==> config.mk <==
export PLATFORM = sky130hd
export DESIGN_NAME = timer_share_arbiter_flat
export DESIGN_NICKNAME = d
export VERILOG_FILES = /design/src/rtl/timer_share_arbiter_if.sv /design/src/rtl/timer_share_arbiter.sv /design/src/flat_wrapper.sv
export SDC_FILE = /design/constraint.sdc
export NUM_CORES = 1
export LEC_CHECK = 0
export CAP_MARGIN = 20
export CORE_MARGIN = 3
export CORE_UTILIZATION = 33
export CTS_CLUSTER_SIZE = 24
export DETAILED_ROUTE_END_ITERATION = 10
export HOLD_SLACK_MARGIN = 0.15
export PLACE_DENSITY = 0.73
export SETUP_SLACK_MARGIN = 0.05
export SYNTH_ARGS = -nofsm -noshare
export SYNTH_HDL_FRONTEND = slang
export SYNTH_SLANG_ARGS = --single-unit
export TNS_END_PERCENT = 20
==> constraint.sdc <==
create_clock -name CLK -period 2.05 [get_ports CLK]
set_input_delay 0.41 -clock CLK [delete_from_list [all_inputs] [get_ports CLK]]
set_output_delay 0.41 -clock CLK [all_outputs]
set_load 0.005 [all_outputs]
==> src/rtl/timer_share_arbiter_if.sv <==
// Bundle between N requesters, the arbiter and the single shared down-count timer.
// No latency of its own; it only carries the wires.
// Requesters hold REQ until they get an ACK; the timer is paced by RESET/START/READY.
interface timer_share_arbiter_if #(
  parameter int N = 4,
  parameter int W = 8
);
  logic [N-1:0]   REQ;
  logic [N*W-1:0] DLY;
  logic [N-1:0]   GNT;
  logic [N-1:0]   ACK;
  logic           BUSY;
  logic           TMR_RESET;
  logic           TMR_START;
  logic [W-1:0]   TMR_COUNT;
  logic           TMR_READY;

  // Requester and timer side: drives requests, delays and timer expiry.
  modport master (
    output REQ, DLY, TMR_READY,
    input  GNT, ACK, BUSY, TMR_RESET, TMR_START, TMR_COUNT
  );

  // Arbiter side.
  modport slave (
    input  REQ, DLY, TMR_READY,
    output GNT, ACK, BUSY, TMR_RESET, TMR_START, TMR_COUNT
  );
endinterface

==> src/rtl/timer_share_arbiter.sv <==
// Round-robin sharing of one down-count timer: clear, start, wait, then a one-cycle ACK to the winner.
// Latency: REQ at edge e gives TMR_START in the cycle after e. TMR_READY at edge k gives ACK in the cycle after k.
// Backpressure: a requester holds REQ until ACK. Dropping REQ while waiting aborts the grant with no ACK.
module timer_share_arbiter #(
  parameter int N = 4,
  parameter int W = 8
) (
  input  logic                  CLK,
  input  logic                  RESET,
  timer_share_arbiter_if.slave  bus
);

  localparam int IW = (N > 1) ? $clog2(N) : 1;

  typedef enum logic [1:0] {
    IDLE = 2'd0,
    ST   = 2'd1,
    HD   = 2'd2,
    DT   = 2'd3
  } state_t;

  state_t        state;
  state_t        state_nxt;
  logic [IW-1:0] ptr;       // last granted requester
  logic [IW-1:0] idx;       // requester currently being served
  logic [W-1:0]  count;     // delay latched at grant
  logic [IW-1:0] win;
  logic          win_vld;
  logic [W-1:0]  win_dly;
  logic [IW-1:0] scan;
  logic [N-1:0]  sel;

  // Pick the first active request scanning upward from ptr+1, wrapping.
  always_comb begin
    win     = '0;
    win_vld = 1'b0;
    scan    = '0;
    for (int k = 1; k <= N; k++) begin
      scan = IW'((int'(ptr) + k) % N);
      if (!win_vld && bus.REQ[scan]) begin
        win_vld = 1'b1;
        win     = scan;
      end
    end
  end

  assign win_dly = bus.DLY[int'(win)*W +: W];
  assign sel     = {{(N-1){1'b0}}, 1'b1} << idx;

  // Next-state: a zero delay skips the timer entirely; a withdrawn request beats expiry.
  always_comb begin
    state_nxt = IDLE;
    case (state)
      IDLE: begin
        if (win_vld) state_nxt = (win_dly == '0) ? DT : ST;
        else         state_nxt = IDLE;
      end
      ST:      state_nxt = HD;
      HD: begin
        if (!bus.REQ[idx])      state_nxt = IDLE;
        else if (bus.TMR_READY) state_nxt = DT;
        else                    state_nxt = HD;
      end
      DT:      state_nxt = IDLE;
      default: state_nxt = IDLE;
    endcase
  end

  // Moore outputs decoded from the state and the latched winner. Default is the IDLE view.
  always_comb begin
    bus.GNT       = '0;
    bus.ACK       = '0;
    bus.BUSY      = 1'b0;
    bus.TMR_RESET = 1'b1;
    bus.TMR_START = 1'b0;
    case (state)
      ST: begin
        bus.GNT       = sel;
        bus.BUSY      = 1'b1;
        bus.TMR_RESET = 1'b0;
        bus.TMR_START = 1'b1;
      end
      HD: begin
        bus.GNT       = sel;
        bus.BUSY      = 1'b1;
        bus.TMR_RESET = 1'b0;
      end
      DT: begin
        bus.GNT  = sel;
        bus.ACK  = sel;
        bus.BUSY = 1'b1;
      end
      default: ;
    endcase
  end

  assign bus.TMR_COUNT = count;

  // State register. Winner, pointer and delay are captured only on a grant out of IDLE.
  always_ff @(posedge CLK) begin
    if (RESET) begin
      state <= IDLE;
      ptr   <= IW'(N - 1);
      idx   <= '0;
      count <= '0;
    end else begin
      state <= state_nxt;
      if (state == IDLE && win_vld) begin
        ptr   <= win;
        idx   <= win;
        count <= win_dly;
      end
    end
  end

endmodule

==> src/flat_wrapper.sv <==
// flat-port wrapper written by rule: the top's interface ports become plain ports
module timer_share_arbiter_flat 
#(
  parameter int N = 4,
  parameter int W = 8
)
  (CLK, RESET, bus_REQ, bus_DLY, bus_TMR_READY, bus_GNT, bus_ACK, bus_BUSY, bus_TMR_RESET, bus_TMR_START, bus_TMR_COUNT);
  timer_share_arbiter_if #(.N(N), .W(W)) bus_i ();
  input  logic CLK;
  input  logic RESET;
  input wire logic [$bits(bus_i.REQ)-1:0] bus_REQ;
  input wire logic [$bits(bus_i.DLY)-1:0] bus_DLY;
  input wire logic [$bits(bus_i.TMR_READY)-1:0] bus_TMR_READY;
  output wire logic [$bits(bus_i.GNT)-1:0] bus_GNT;
  output wire logic [$bits(bus_i.ACK)-1:0] bus_ACK;
  output wire logic [$bits(bus_i.BUSY)-1:0] bus_BUSY;
  output wire logic [$bits(bus_i.TMR_RESET)-1:0] bus_TMR_RESET;
  output wire logic [$bits(bus_i.TMR_START)-1:0] bus_TMR_START;
  output wire logic [$bits(bus_i.TMR_COUNT)-1:0] bus_TMR_COUNT;
  assign bus_i.REQ = bus_REQ;
  assign bus_i.DLY = bus_DLY;
  assign bus_i.TMR_READY = bus_TMR_READY;
  assign bus_GNT = bus_i.GNT;
  assign bus_ACK = bus_i.ACK;
  assign bus_BUSY = bus_i.BUSY;
  assign bus_TMR_RESET = bus_i.TMR_RESET;
  assign bus_TMR_START = bus_i.TMR_START;
  assign bus_TMR_COUNT = bus_i.TMR_COUNT;
  timer_share_arbiter #(.N(N), .W(W)) u_core (.CLK(CLK), .RESET(RESET), .bus(bus_i));
endmodule
==> results of run 1 <==
synthesized netlist by cell type, drive strengths merged:
cell and count:
a221oi 1, buf 2, and2 1, mux2 4, mux2i 8, nor3 3, nand2b 4, a211oi 3
ha 5, nand4 1, a31o 1, a21oi 16, and3 2, nor3b 4, o21ai 3, and3b 2
clkbuf 5, nor2 7, a31oi 1, nor4 4, o21a 1, inv 5, o211ai 5, nor2b 1
dfxtp 14, nand2 22, a211o 1, mux4 3, a2111oi 1
registers in the layout (all words and copies together), names as in the netlist:
| name | flops |
|---|---|
| u_core.state | 2 |
| u_core.bus.TMR_COUNT | 8 |
| u_core.idx | 2 |
| u_core.ptr | 2 |
per-layer routing:
layer	up-vias	global-route usage, %	part of all wire [%]
li1	622	-	-
met1	582	19.22	39
met2	50	33.90	53
met3	4	5.169	6.5
met4	0	1.887	1.1
met5	-	0	0
power by group through the flow:
stage          logic, mW  clock network [mW]  registers [mW]
2_1_floorplan      0.278                   0           0.346
3_3_place_gp       0.514                   0           0.355
3_5_place_dp       0.527                   0           0.356
4_1_cts            0.566               0.149           0.353
5_1_grt            0.629               0.164           0.364
6_report           0.580               0.143           0.355
worst paths after layout:
check / startpoint / endpoint / slack, ns / depth (start not counted)
setup / recovery: u_core.state[1] / bus_GNT[1] / 0.08 / 4
hold / removal: u_core.bus.TMR_COUNT[7] / u_core.bus.TMR_COUNT[7] / 0.46 / 2
setup reg to reg: u_core.ptr[0] / u_core.state[1] / 0.12 / 7
hold reg to reg: u_core.bus.TMR_COUNT[7] / u_core.bus.TMR_COUNT[7] / 0.46 / 2
final cells by class:
cell class,instances,area (sq um)
fill,311,1167
multi-input combinational,104,809.5
timing repair buffer,78,740.7
sequential,14,289.0
tap,44,55.05
clock buffer,3,22.52
inverter,5,18.77
kinds of logic (layout without fill, tap and decap cells):
| logic type | count (synthesis) | after routing | synth area share [%] |
|---|---|---|---|
| AND/OR/NAND/NOR | 51 | 51 | 23.29 |
| buffers and inverters | 12 | 86 | 4.794 |
| flip-flops | 14 | 14 | 25.57 |
| multiplexers | 15 | 15 | 18.26 |
| AO/OA/AOI/OAI | 33 | 33 | 22.38 |
| adder cells (fa/ha/maj) | 5 | 5 | 5.708 |
worst max-delay path: stages, from the launching register on:
cell and delay [ns]:
dfxtp_4 0.37, inv_2 0.06, ha_4 0.17, nor3b_2 0.16, clkdlybuf4s50_1 0.52
cells in the final DEF, fill, tap and decap left out, types with 2 or more instances in the layout:
cell type,count
and3_1,2
a211oi_4,2
buf_4,17
mux2i_1,8
nand2b_1,2
inv_2,4
o211ai_1,5
nor2_1,6
nor3b_1,2
mux2_2,4
and3b_1,2
clkbuf_4,3
clkbuf_2,2
nor3b_2,2
o21ai_0,2
buf_6,3
clkdlybuf4s50_1,51
nor4_1,4
ha_1,4
nand2b_4,2
dfxtp_1,11
nor3_1,2
nand2_1,22
a21oi_1,15
dlygate4sd2_1,3
mux4_1,2
dfxtp_4,2
through the flow:
stage	worst slack, ns	cell area [sq um]	utilization, %	total power, mW
floorplan	0.1404	1096	-	0.6238
global placement	-0.4199	1798	57.94	0.8691
detailed placement	-0.4726	1798	57.94	0.8835
CTS	0.006538	1899	61.21	1.069
global route	-0.01009	1936	62.38	1.157
finish	0.07833	1936	62.38	1.078
timing repair:
| action | CTS | global route |
|---|---|---|
| setup buffers | 4 | 4 |
| gates resized for setup | 21 | 10 |
| endpoints found under the setup margin | 16 | 11 |
| pin swaps | 5 | 2 |
==> summary.md, run 1 <==
| Metric | Value |
|---|---|
| Synth Area per Inst | `8.431 sq um` |
| Synth Cell Area | `1096 sq um` |
| Area growth, synth to finish | `76.60%` |
| Fin cells | `248` |
| Kind of critical path | `flop to output port` |
| Largest net degree at the start of global routing | `14` |
| ANT nets after route | `0` |
| Max_cap viols | `0` |
| Die Ht | `63.63 um` |
| Sequential area share after synthesis | `25.57%` |
| Fin. max-slew vios | `0` |
| Die area | `4049 sq um` |
| Clk_skew | `0.002727 ns` |
| Ant. Diodes | `0` |
| Headroom to the max-slew limit | `73.92%` |
| CTS Hold Bufs | `0` |
| First-pass GRT wire length | `5809 um` |
| Vias per inst | `5.073` |
| Nets | `250` |
| Gr usage total | `17.57%` |
| CTS buffer count | `3` |
| Routability cong. | `0.8074` |
| Crit-path max FO | `5` |
| Wire per inst | `14.04 um` |
| CP Data Arrival Time | `1.56 ns` |
| Initial Util | `35.32%` |
| Port Buffers | `57` |
| Placed instance count | `237` |
| TritonCTS Sinks | `14` |
| Net Sw Power | `0.3527 mW` |
| Startpoint types | `flop` |
| Initial DRC count | `29` |
| Status | `finished clean` |
| Sw frac | `32.72%` |
| CTS root buffer | `clkbuf_4` |
| Post-Route Setup TNS | `0 ns` |
| CP Capture Type | `output port` |
| Peak VDD IR | `511.3 uV` |
| PD cells | `556.9 nW/um^2` |
| CTS tree | `yes` |
| GRT Residual Overflow | `0` |
| Min-Delay Path Class | `flop to flop` |
| Ys Warns | `0` |
| Clock latency on the worst-skew pair | `0.26 ns` |
| Final setup viols | `0` |
| Final hold vios | `0` |
| P_int | `0.7252 mW` |
| Yosys cell types | `33` |
| Clock buffer depth | `2` |
| Flops & latches, synth | `14` |
| Die width | `63.63 um` |
| Vias | `1258` |
| Post-layout min period | `1.972 ns` |
| Leak pwr | `0.7999 nW` |
| Antenna violations before repair | `0` |
| Clock Power Share | `13.3%` |
| Combinational Power Share | `53.8%` |
| TritonRoute pass-1 iters | `4` |
| Vias in the first global route | `1290` |
| Top cells by area, synth | `dfxtp_1 26%, nand2_1 7.5%, a21oi_1 7.3%` |
| Final worst path period share | `96.18%` |
| Post-Syn Nets | `174` |
| Core Area | `3103 sq um` |
| Cells after synthesis | `130` |
| RSZ-0062 raised after global routing | `true` |
| DP HPWL | `2809 um` |
| Num ports | `58` |
| Slew @ Worst Pin | `0.3906 ns` |
| Layout cells sized above 1 | `25.00%` |
| Cell row count | `20` |
| Share of the synthesized area in the top cell type | `25.57%` |
| DRT Wirelength | `3481 um` |
| Htree depth | `1` |
| Crit path required time | `1.64 ns` |
| Peak Freq | `507.2 MHz` |
| Drc violations | `0` |
| Sequential share of power | `32.9%` |
| Worst Hold Margin | `0.4586 ns` |
| Cell taking the most area after synthesis | `dfxtp_1` |
| Clock transition at the registers of the reported paths | `0.08 ns` |
Power figures use the tool's default switching activity.
==> inputs of run 2 (changes only) <==
Settings changed: ABC_AREA set to 1, PLACE_DENSITY 0.73 to 0.72.
Clock period 2.05 ns to 1.8 ns, I/O delays scaled along.
==> run 2 against run 1 <==
Against the previous run:
- the run now ends with setup timing left
- critical path type is now flop to flop
- synthesized cell count up 64%
- sequential share of layout area down 3.9 points
- combinational power rose to 8.0 times the previous value
- synthesized area up 21%
- largest cell class unchanged
- non-clock buffer count up 12
- count of clock-buffer cells in the layout up 1
==> summary.md, run 2 <==
| Metric | Value |
|---|---|
| Ant. Diodes | `0` |
| Vias per inst | `4.797` |
| Routability cong. | `0.8443` |
| Kind of cell adding the most delay to the critical path | `simple AND/OR/NAND/NOR gates` |
| Synth cell count leaders | `74 x nand2_1, 25 x nand3_1, 22 x inv_1` |
| Final worst slack | `-0.2660 ns` |
| Critical path, cell by cell | `bufbuf_16 > nand2_2 > nand3_2 > nand2_2 > nor2_4 > nand2_2 > a21oi_4 > nand3_2 > nand2_2 > nand3_2 > nor2_1 > nand2_1 > a21oi_2` |
| Register area | `285.3 sq um` |
| Peak Freq | `484.0 MHz` |
| Port Buffers | `57` |
| GR Util met2 | `29.98%` |
| Core Area | `3771 sq um` |
| Crit-path max FO | `8` |
| Failing checks | `setup timing` |
| Leak pwr | `1.246 nW` |
| Die Ht | `69.40 um` |
| Most common cell after layout, fill and taps aside | `clkdlybuf4s50_1` |
| Most frequent cells in the layout | `51 x clkdlybuf4s50_1, 48 x nand2_1, 27 x buf_4` |
| Setup crit start | `u_core.ptr[0]` |
| Critical path's slowest cell | `dfxtp_4` |
| Cells after synthesis | `213` |
| Drc violations | `0` |
| CP Capture Type | `flop` |
| Startpoint types | `flop` |
| Synth Area per Inst | `6.227 sq um` |
| Total of fill cells in the finished design | `308` |
| CP bufs+invs | `1` |
| Num ports | `58` |
| M3 GR Usage | `3.333%` |
| Max_cap viols | `0` |
| Placed inst area | `2126 sq um` |
| PD cells | `2122 nW/um^2` |
| RSZ-0062 raised after global routing | `true` |
| Multi-input gate area | `1144 sq um` |
| Kind of critical path | `flop to flop` |
| CTS tree | `yes` |
| Synth Cell Area | `1326 sq um` |
| Fin. max-slew vios | `0` |
| Final setup viols | `22` |
| First-pass GRT wire length | `7107 um` |
| Die width | `69.40 um` |
| Area growth, synth to finish | `94.81%` |
| Met1 Use GR | `22.05%` |
| Share of the synthesized area in the top cell type | `21.13%` |
| Cell with the most instances after synthesis | `nand2_1` |
| CTS root buffer | `clkbuf_8` |
| Cell taking the most area after synthesis | `dfxtp_1` |
| Power after layout | `5.481 mW` |
| GRT Residual Overflow | `0` |
| CP Data Arrival Time | `2.25 ns` |
| DRT Wirelength | `4558 um` |
| Nets | `351` |
| Post-Route Setup TNS | `-2.659 ns` |
| ANT nets after route | `0` |
| Initial DRC count | `96` |
| Clock transition at the registers of the reported paths | `0.06 ns` |
| Post-synth ARST share | `0%` |
| Ys Warns | `0` |
| Die area | `4816 sq um` |
| Wire per inst | `12.88 um` |
| Hold wc startpoint | `u_core.idx[1]` |
| Most frequent CP cell | `nand2_2` |
| Clk_skew | `0.003688 ns` |
| Clock latency on the worst-skew pair | `0.24 ns` |
| Peak VDD IR | `955.5 uV` |
| Status | `finished, violations left` |
| Min-Delay Path Class | `flop to flop` |
| Cell row count | `22` |
| Slew @ Worst Pin | `0.3083 ns` |
| Critical R2R Launch | `u_core.ptr[0]` |
| Htree depth | `1` |
| Yosys cell types | `28` |
| Most used DFF post-synth | `dfxtp_1` |
| Crit path largest cell delay | `0.38 ns` |
| Clock buffer depth | `2` |
| TritonRoute pass-1 iters | `4` |
| Headroom to the max-slew limit | `79.40%` |
| Number of synthesized flops with an enable pin | `0` |
| Flops & latches, synth | `14` |
| Post-Syn Nets | `257` |
| CTS buffer count | `3` |
| Antenna violations before repair | `0` |
| Final Cell Area | `2584 sq um` |
| DP HPWL | `3029 um` |
| Final worst path period share | `114.8%` |
| Vias | `1698` |
| Initial Util | `35.17%` |
| Post-layout min period | `2.066 ns` |
| Gr usage total | `17.61%` |
| Most Crowded Layer GR | `met2` |
| Final hold vios | `0` |
| Largest net degree at the start of global routing | `15` |
| TritonCTS Sinks | `14` |
| Layout cells sized above 1 | `37.91%` |
| CTS Hold Bufs | `0` |
| Vias in the first global route | `1619` |
| Top cells by area, synth | `dfxtp_1 21%, nand2_1 21%, nand3_1 9.4%` |
| Crit path required time | `1.98 ns` |
| Largest register FFs | `8` |
| Sequential area share after synthesis | `21.13%` |
[run 2: what timing repair did]
| item | in CTS | in global routing |
|---|---|---|
| pin swaps | 11 | 20 |
| buffers inserted | 3 | 5 |
| gates resized for setup | 29 | 43 |
| endpoints found under the setup margin | 23 | 24 |
| gates cloned | 4 | 2 |
| hold endpoints to repair | 0 | 0 |
[run 2: where the power goes]
group	internal, mW	total [mW]	switching, mW
combinational	2.12	4.62	2.50
sequential	0.452	0.557	0.105
clock	0.194	0.300	0.106
total	2.77	5.48	2.72
[run 2: worst paths after layout]
path	to	cells after the start	slack (ns)
setup / recovery	u_core.state[1]	13	-0.27
hold / removal	u_core.idx[1]	2	0.49
setup reg to reg	u_core.state[1]	13	-0.27
hold reg to reg	u_core.idx[1]	2	0.49
[run 2: worst reg2reg max path: cells and delay by family (launching register included)]
family / cells / cell delay (ns)
simple gates: 10 / 0.99
buf+inv: 1 / 0.26
flops: 1 / 0.38
compound gates: 2 / 0.39
[run 2: cells by family after synthesis]
group	Yosys count	synth area share [%]
AO/OA/AOI/OAI	22	12.26
flip-flops	14	21.13
adder cells (fa/ha/maj)	5	4.717
buffers and inverters	34	11.70
AND/OR/NAND/NOR	138	50.19
[run 2: stage by stage]
stage	utilization (%)	cells	hold WS [ns]	worst slack [ns]
2_1_floorplan	-	213	0.4224	0.03210
3_3_place_gp	56.37	336	0.4766	-0.5011
3_5_place_dp	56.37	336	0.4816	-0.5223
4_1_cts	61.78	347	0.4882	-0.1894
5_1_grt	68.51	354	0.5228	-0.4012
6_report	68.51	354	0.4919	-0.2660
[run 2: per-layer routing]
layer  vias to the layer above  routed length, um
met4                         0                 60
met5                         -                  0
met3                         8                232
met2                        54               2326
li1                        882                  -
met1                       754               1939
[run 2: layout make-up]
class | count | area share [%]
multi-input combinational | 168 | 44.26
timing repair buffer | 90 | 35.11
sequential | 14 | 11.04
inverter | 29 | 4.794
tap | 48 | 2.324
clock buffer | 4 | 2.131
timing repair inverter | 1 | 0.3390
